## src/rtl/lifo_stack.sv

```systemverilog
// lifo_stack: register-based LIFO with pop-on-read output register,
// combinational top-of-stack peek, and overflow/underflow pulses.
//
// Ports:
//   clk, rst      clock and synchronous active-high reset
//   clear         synchronous flush (stored entries discarded)
//   push, din     write request and data
//   pop           read request; popped word appears on dout next cycle
//   dout          registered popped data (holds when nothing is popped)
//   dout_valid    one-cycle strobe for newly popped data
//   top           combinational peek of the top entry (0 when empty)
//   count         stored entries, 0..DEPTH
//   empty, full   count == 0 / count == DEPTH
//   overflow      one-cycle pulse, push dropped because stack was full
//   underflow     one-cycle pulse, pop with nothing to return
module lifo_stack #(
  parameter int DATA_W = 11,
  parameter int DEPTH  = 16,
  localparam int CNT_W = $clog2(DEPTH + 1)
) (
  input  logic              clk,
  input  logic              rst,
  input  logic              clear,
  input  logic              push,
  input  logic              pop,
  input  logic [DATA_W-1:0] din,
  output logic [DATA_W-1:0] dout,
  output logic              dout_valid,
  output logic [DATA_W-1:0] top,
  output logic [CNT_W-1:0]  count,
  output logic              empty,
  output logic              full,
  output logic              overflow,
  output logic              underflow
);

  localparam int AW = (DEPTH > 1) ? $clog2(DEPTH) : 1;

  logic [DATA_W-1:0] mem_q [DEPTH];

  logic [CNT_W-1:0]  count_q, count_d;
  logic [DATA_W-1:0] dout_q, dout_d;
  logic              dv_q, dv_d;
  logic              ovf_q, ovf_d;
  logic              unf_q, unf_d;

  logic              wr_en;
  logic [AW-1:0]     wr_idx;
  logic [DATA_W-1:0] wr_data;

  logic [CNT_W-1:0]  top_cnt;
  logic [AW-1:0]     top_idx;
  logic [AW-1:0]     nxt_idx;
  logic [DATA_W-1:0] top_val;
  logic              is_empty;
  logic              is_full;

  assign is_empty = (count_q == '0);
  assign is_full  = (count_q == CNT_W'(DEPTH));

  // count-1 is only used as an index while the stack is non-empty,
  // and count is only used as a write index while not full, so the
  // truncation to AW bits never drops a meaningful bit.
  assign top_cnt  = count_q - CNT_W'(1);
  assign top_idx  = top_cnt[AW-1:0];
  assign nxt_idx  = count_q[AW-1:0];
  assign top_val  = is_empty ? '0 : mem_q[top_idx];

  always_comb begin
    count_d = count_q;
    dout_d  = dout_q;
    dv_d    = 1'b0;
    ovf_d   = 1'b0;
    unf_d   = 1'b0;
    wr_en   = 1'b0;
    wr_idx  = nxt_idx;
    wr_data = din;
    if (clear) begin
      count_d = '0;
    end else begin
      case ({push, pop})
        2'b11: begin
          dv_d = 1'b1;
          if (is_empty) begin
            // Bypass: nothing stored, the pushed word is popped directly.
            dout_d = din;
          end else begin
            // Replace the top in place; old top goes out.
            dout_d = top_val;
            wr_en  = 1'b1;
            wr_idx = top_idx;
          end
        end
        2'b10: begin
          if (is_full) begin
            ovf_d = 1'b1;
          end else begin
            wr_en   = 1'b1;
            count_d = count_q + CNT_W'(1);
          end
        end
        2'b01: begin
          if (is_empty) begin
            unf_d = 1'b1;
          end else begin
            dout_d  = top_val;
            dv_d    = 1'b1;
            count_d = top_cnt;
          end
        end
        default: ;
      endcase
    end
  end

  always_ff @(posedge clk) begin
    if (rst) begin
      count_q <= '0;
      dout_q  <= '0;
      dv_q    <= 1'b0;
      ovf_q   <= 1'b0;
      unf_q   <= 1'b0;
    end else begin
      count_q <= count_d;
      dout_q  <= dout_d;
      dv_q    <= dv_d;
      ovf_q   <= ovf_d;
      unf_q   <= unf_d;
    end
  end

  // Storage is never reset; stale words are unreachable once count drops.
  always_ff @(posedge clk) begin
    if (wr_en && !rst) begin
      mem_q[wr_idx] <= wr_data;
    end
  end

  assign dout       = dout_q;
  assign dout_valid = dv_q;
  assign top        = top_val;
  assign count      = count_q;
  assign empty      = is_empty;
  assign full       = is_full;
  assign overflow   = ovf_q;
  assign underflow  = unf_q;

endmodule

```

## config.mk

```make
export PLATFORM = sky130hd
export DESIGN_NAME = lifo_stack
export DESIGN_NICKNAME = d
export VERILOG_FILES = /design/src/rtl/lifo_stack.sv
export SDC_FILE = /design/constraint.sdc
export NUM_CORES = 1
export LEC_CHECK = 0
export CAP_MARGIN = 10
export CORE_MARGIN = 2
export CORE_UTILIZATION = 35
export DETAILED_ROUTE_END_ITERATION = 7
export GPL_TIMING_DRIVEN = 1
export PLACE_DENSITY_LB_ADDON = 0.12
export SLEW_MARGIN = 20
export SYNTH_ARGS = -nofsm -noshare
export SYNTH_HDL_FRONTEND = slang
export SYNTH_SLANG_ARGS = --single-unit
```

## constraint.sdc

```tcl
create_clock -name clk -period 3.5 [get_ports clk]
set_clock_uncertainty 0.2 [all_clocks]
set_input_delay 0.7 -clock clk [delete_from_list [all_inputs] [get_ports clk]]
set_output_delay 0.7 -clock clk [all_outputs]
set_load 0.005 [all_outputs]
```

==> qor.yml, run 1 <==
status: "finished, final reports clean"
io_pins: 48
tightest_slew_ns: 0.737
die-area_sq_um: 24800
dp_cells: 870
cp.required_ns: 2.60
fin_area_sq_um: 10400
hold_depth: 2
holdPathEnd: "dout[2]"
ys_seq_area_share_pct: 68.7
synth_area_sq_um: 8250
synth_seq_cells: 195
p_leak_nw: 3.47
period_share_pct: 99.0
fin_crit_ns: 3.46
wl_microns: 20500
clock_latency_ns: 0.43
synthCells: 474
die_x_microns: 158
post-dp-hpwl_microns: 13300
synth_enable_flop_cells: 176
critical_path_class: "flip-flop to output pin"
grt_pass1_vias: 4868
cts_sinks: 195
start_util_pct: 35.4
cts_tree: "done"
rrSetupSlack_ns: 0.50
port_buffers: 47
hp-class: "flip-flop to flip-flop"
cp.arrival_ns: 2.56
htree_num_levels: 4
antenna_cells: 0
cts.clk_slew.worst_paths_ns: 0.08
postRouteAntennaNets: 0
wl_per_cell_microns: 22.5
root_buffer: "clkbuf_16"
peakVddDrop_mv: 0.311
vias: 4733
cp-end-kind: "output pin"
synth-async-reset-ratio_pct: 0
ys.flop_type: "edfxtp_1"
die_h_microns: 158
drive_gt1_share_pct: 33.0
placed_area_sq_um: 9440
final_max_slew_viol_count: 0
cp-start-kind: "flip-flop"
cts_buffers: 17
cts_buffer_depth: 2
hold_viol_final: 0
gr-usage-all-layers_pct: 17.4
setup_tns_ns: 0
r2r-start: "count[0]"
setup_viol: 0
rsz0062_at_grt: "yes"
grt_pass1_wl_microns: 30800
grt_start_max_net_pins: 24
area_delta_synth_final_pct: 26.1
detail_route.iter0.violations: 311
p_total_w: 0.00503
avgSynthCellArea_sq_um: 17.4
cp_max_fo: 12
hold_start: "dout[2]"
gr-total-overflow: 0
layout_commonest_cell: "edfxtp_1"
drv_cap: 0
layout_common_cells: "edfxtp_1 (176), buf_4 (56), mux4_2 (44), clkdlybuf4s50_1 (37), nor2_1 (27)"
final_cells: 910
coreArea_sq_um: 23300
reg2reg_to: "mem_q[13][6]"
row_count: 56
gp_congestion: 0.746
synth_fp_nets: 493
ys_types: 59
utilization_pct: 44.6
antenna_found_initial: 0
vias_per_cell: 5.20
slew_headroom_pct: 50.7
drc: 0
reg2regPathDepth: 8
firstDrtPassIters: 4
nNetsFinal: 597
p_per_area_nw_per_um2: 483
max_freq_ghz: 0.289
ys_warn_count: 0
-- report_power, final --
part           internal [W]  switching (W)
Sequential          0.00255     0.00000913
Clock               0.00102       0.000926
Combinational      0.000249       0.000273
-- Yosys cell counts, types with 4 or more instances --
master	count	area, sq um
a22oi_1	4	30.0
a211oi_1	5	37.5
edfxtp_1	176	5290
o32ai_1	7	61.3
o21ai_0	19	95.1
clkbuf_1	14	52.6
buf_4	4	30.0
inv_1	13	48.8
buf_6	6	67.6
nor2_1	27	101
mux4_2	44	991
nand2b_1	4	25.0
nor2b_1	10	62.6
a311oi_1	4	35.0
a21oi_1	10	50.1
nand2_1	5	18.8
o21ai_1	6	30.0
nor3_1	5	25.0
and3_1	9	56.3
dfxtp_1	19	380
buf_2	5	25.0
o21a_1	7	52.6
mux2i_1	16	160
a21boi_0	5	37.5
-- critical path: stages (launching register included) --
cell	delay, ns
dfxtp_4	0.37
buf_4	0.17
buf_16	0.16
or4_4	0.55
and3_4	0.20
o21ai_2	0.14
nand2_1	0.08
clkdlybuf4s50_1	0.45
-- sequential cells by signal, indices dropped and copies added, names as in the netlist --
name        count
overflow        1
count           5
mem_q         176
underflow       1
dout           11
dout_valid      1
-- through the flow --
stage / hold WS (ns) / setup WS, ns
5_1_grt: 0.349 / -0.0278
3_3_place_gp: 0.308 / 0.167
6_report: 0.321 / 0.0352
3_5_place_dp: 0.314 / 0.130
4_1_cts: 0.325 / 0.00215
2_1_floorplan: 0.305 / 0.183
-- kinds of logic (layout without fill, tap and decap cells) --
logic type,Yosys count,after routing,synth area share [%]
flops,195,195,68.7
compound gates,84,84,7.81
simple gates,81,83,5.43
mux,61,61,14.1
buf+inv,46,161,2.90
xor+xnor,4,4,0.652
fa+ha+maj,3,3,0.455
-- worst max-delay path by stage --
| stage | startpoint | endpoint |
|---|---|---|
| 4_1_cts | count[0] | top[1] |
| 3_3_place_gp | clear | mem_q[13][10] |
| 3_5_place_dp | clear | mem_q[13][6] |
| 6_report | count[0] | top[2] |
| 2_1_floorplan | count[0] | top[6] |
| 5_1_grt | count[0] | top[2] |
-- timing repair --
action | in CTS | in global routing
pin swaps | 4 | 4
setup buffers | 3 | 1
hold buffers | 0 | 0
gates resized for setup | 48 | 26
setup endpoints to repair | 11 | 4
cloned | 2 | 3
-- metal layers --
metal	track usage, %	part of all wire, %	wire length [microns]	vias to the layer above
met4	4.68	1.5	314	0
met2	28.6	50	10200	113
met5	0	0	0	-
li1	-	-	-	2134
met1	23.3	45	9180	2466
met3	4.02	4.0	816	20
-- area by class of cell --
class / count / area, sq um
clock buffers: 19 / 433
clock inverters: 13 / 163
fillers: 2050 / 12900
inverters: 15 / 61.3
multi-input cells: 235 / 2560
flip-flops and latches: 195 / 5670
well taps: 319 / 399
repair buffers: 114 / 1120
Power figures use the tool's default switching activity.
==> run 2: changes to the inputs <==
--- a/config.mk
+++ b/config.mk
@@ -8,6 +8,7 @@
 export CAP_MARGIN = 10
 export CORE_MARGIN = 2
 export CORE_UTILIZATION = 35
+export CTS_CLUSTER_SIZE = 10
 export DETAILED_ROUTE_END_ITERATION = 7
 export GPL_TIMING_DRIVEN = 1
 export PLACE_DENSITY_LB_ADDON = 0.12
==> results of run 2 <==
The final DEF is identical to that of run 1; final timing and power are the same.
==> run 3: changes to the inputs <==
--- a/config.mk
+++ b/config.mk
@@ -7,7 +7,8 @@
 export LEC_CHECK = 0
 export CAP_MARGIN = 10
 export CORE_MARGIN = 2
-export CORE_UTILIZATION = 35
+export CORE_UTILIZATION = 48
+export CTS_BUF_LIST = sky130_fd_sc_hd__clkbuf_8
 export CTS_CLUSTER_SIZE = 10
 export DETAILED_ROUTE_END_ITERATION = 7
 export GPL_TIMING_DRIVEN = 1
==> run 3 against run 2 <==
The run now ends with negative setup slack left. Global-route usage rose by 4.6 points. Die area is 26% lower. Routed wire length is 8.4% lower. Core utilization up 16 points. Via count up 2.3%. Hold slack improved by 0.019 ns. Critical path type unchanged. Critical endpoint unchanged.
==> qor.yml, run 3 (synthesis results as in run 1) <==
holdWs_ns: 0.340  # +0.0192 ns
cp.required_ns: 2.60  # about the same
nNetsFinal: 609  # +2.0%
reg2regPathDepth: 9  # +1
grt_pass1_vias: 4787  # -1.7%
die-area_sq_um: 18300  # -26%
postRouteAntennaNets: 0  # unchanged
max_freq_ghz: 0.281  # -2.7%
final_cells: 823  # -9.6%
coreArea_sq_um: 16700  # -28%
fin_crit_ns: 3.56  # +0.0976 ns
layout_commonest_cell: "edfxtp_1"
drc: 0  # unchanged
final_max_slew_viol_count: 0  # unchanged
io_pins: 48  # unchanged
clock_latency_ns: 0.46  # +0.03 ns
fin_ws_ns: -0.0624  # -0.0976 ns
dp_cells: 768  # -12%
power_switching_w: 0.00104  # -14%
hold_viol_final: 0  # unchanged
crit_start: "count[0]"
rsz0062_at_grt: "yes"
peakVddDrop_mv: 0.502  # +61%
rrSetupSlack_ns: 0.46  # -0.04 ns
antenna_cells: 0  # unchanged
reg2reg_to: "mem_q[8][10]"
layout_common_cells: "edfxtp_1 (176), buf_4 (68), mux4_2 (44), clkdlybuf4s50_1 (37), nor2_1 (27)"
largest_reg_flops: 176  # unchanged
power.share.combinational_pct: 11.1  # +0.7 points
cts_tree: "done"
die_h_microns: 135  # -14%
status: "complete, but fails checks"
htree_num_levels: 4  # unchanged
vias_per_cell: 5.88  # +13%
r2r-start: "count[0]"
slew_headroom_pct: 54.2  # +3.5 points
wl_per_cell_microns: 22.8  # +1.2%
root_buffer: "clkbuf_8"
tightest_slew_ns: 0.685  # -0.0520 ns
p_per_area_nw_per_um2: 459  # -5.1%
cp.arrival_ns: 2.66  # +0.10 ns
violations: "negative setup slack"
row_count: 47  # -16%
gp_congestion: 0.803  # +7.7%
cts.clk_slew.worst_paths_ns: 0.09  # about the same
area_delta_synth_final_pct: 22.6
detail_route.iter0.violations: 390  # +25%
hp-class: "flip-flop to flip-flop"
pwr-share-clk_pct: 33.8  # -5.0 points
crit_end: "top[2]"
port_buffers: 47  # unchanged
cp-start-kind: "flip-flop"
cp_max_fo: 14  # +2
drv_cap: 0  # unchanged
placed_area_sq_um: 9280  # -1.7%
start_util_pct: 49.4  # +14 points
wl_microns: 18800  # -8.4%
p_leak_nw: 3.50  # +0.77%
cp-end-kind: "output pin"
setup_tns_ns: -0.0624  # -0.0624 ns
swShare_pct: 22.5  # -1.6 points
vias: 4841  # +2.3%
gr-usage-all-layers_pct: 21.9  # +4.6 points
drive_gt1_share_pct: 31.2  # -1.8 points
gr-total-overflow: 0  # unchanged
largest_register: "mem_q"
grt_pass1_wl_microns: 29000  # -5.8%
cts_sinks: 195  # unchanged
cts_buffers: 17  # unchanged
cts_hold_buf: 0  # unchanged
firstDrtPassIters: 7  # +3
p_int_w: 0.00360  # -5.8%
antenna_found_initial: 0  # unchanged
post-dp-hpwl_microns: 12000  # -10%
seq_power_share_pct: 55.1  # +4.3 points
critical_path_class: "flip-flop to output pin"
die_x_microns: 135  # -14%
grt_start_max_net_pins: 29  # +21%
cts_buffer_depth: 2  # unchanged
period_share_pct: 102  # +2.8 points
setup_viol: 1  # +1
fin_area_sq_um: 10100  # -2.8%
run 3: changes by cell type in the layout (fill, tap and decap cells not counted), moves of 4 or more:
cell,previous run,this run
mux2i_1,10,15
and3_1,2,9
and3_4,7,0
o32ai_1,0,6
o32ai_2,7,1
clkbuf_16,19,0
buf_4,56,68
buf_12,5,9
clkbuf_8,0,18
run 3: worst min path at each step:
stage               startpoint  endpoint  slack [ns]  cells after the start
CTS                    dout[6]   dout[6]        0.34                      3
floorplan              dout[0]   dout[0]        0.30                      2
detailed placement     dout[6]   dout[6]        0.33                      3
finish                 dout[9]   dout[9]        0.34                      3
global route           dout[1]   dout[1]        0.38                      2
global placement       dout[0]   dout[0]        0.30                      2
run 3: cell type report:
cell class | count | area, sq um
inverter | 15 | 58.8
timing repair buffer | 128 | 1250
fill | 1282 | 6590
sequential | 195 | 5670
tap | 220 | 275
clock buffer | 18 | 248
clock inverter | 14 | 185
multi-input combinational | 233 | 2420
run 3: power groups by stage:
stage                     clock network [W]  registers (W)  logic (W)
after floorplan                           0        0.00261   0.000253
after global placement                    0        0.00261   0.000436
after detailed placement                  0        0.00261   0.000442
after CTS                           0.00160        0.00255   0.000499
after global routing                0.00170        0.00256   0.000550
final                               0.00157        0.00255   0.000515
run 3: timing repair:
action / in CTS / in global routing
pin swaps: 6 / 6
setup endpoints to repair: 12 / 12
buffers inserted: 12 / 10
gates resized for setup: 37 / 14
gates cloned: 2 / 0
run 3: critical path, cell delays in order, from the launching register on:
cell and delay, ns:
dfxtp_4 0.38, buf_12 0.13, buf_16 0.16, or4_4 0.52
buf_12 0.16, and3_1 0.17, o21ai_2 0.15, nand2_1 0.08
clkdlybuf4s50_1 0.44
run 3: through the flow:
stage,power (W),setup WS [ns],utilization [%]
2_1_floorplan,0.00286,0.183,-
3_3_place_gp,0.00304,0.0766,55.6
3_5_place_dp,0.00305,0.0695,55.6
4_1_cts,0.00465,-0.134,59.8
5_1_grt,0.00481,-0.184,60.5
6_report,0.00464,-0.0624,60.5
run 3: layer usage:
metal,routed length [microns],global-route usage (%),up-vias
met5,0,0,-
met4,410,7.52,0
met3,904,4.92,25
met2,9540,36.2,157
met1,7910,29.0,2518
li1,-,-,2141
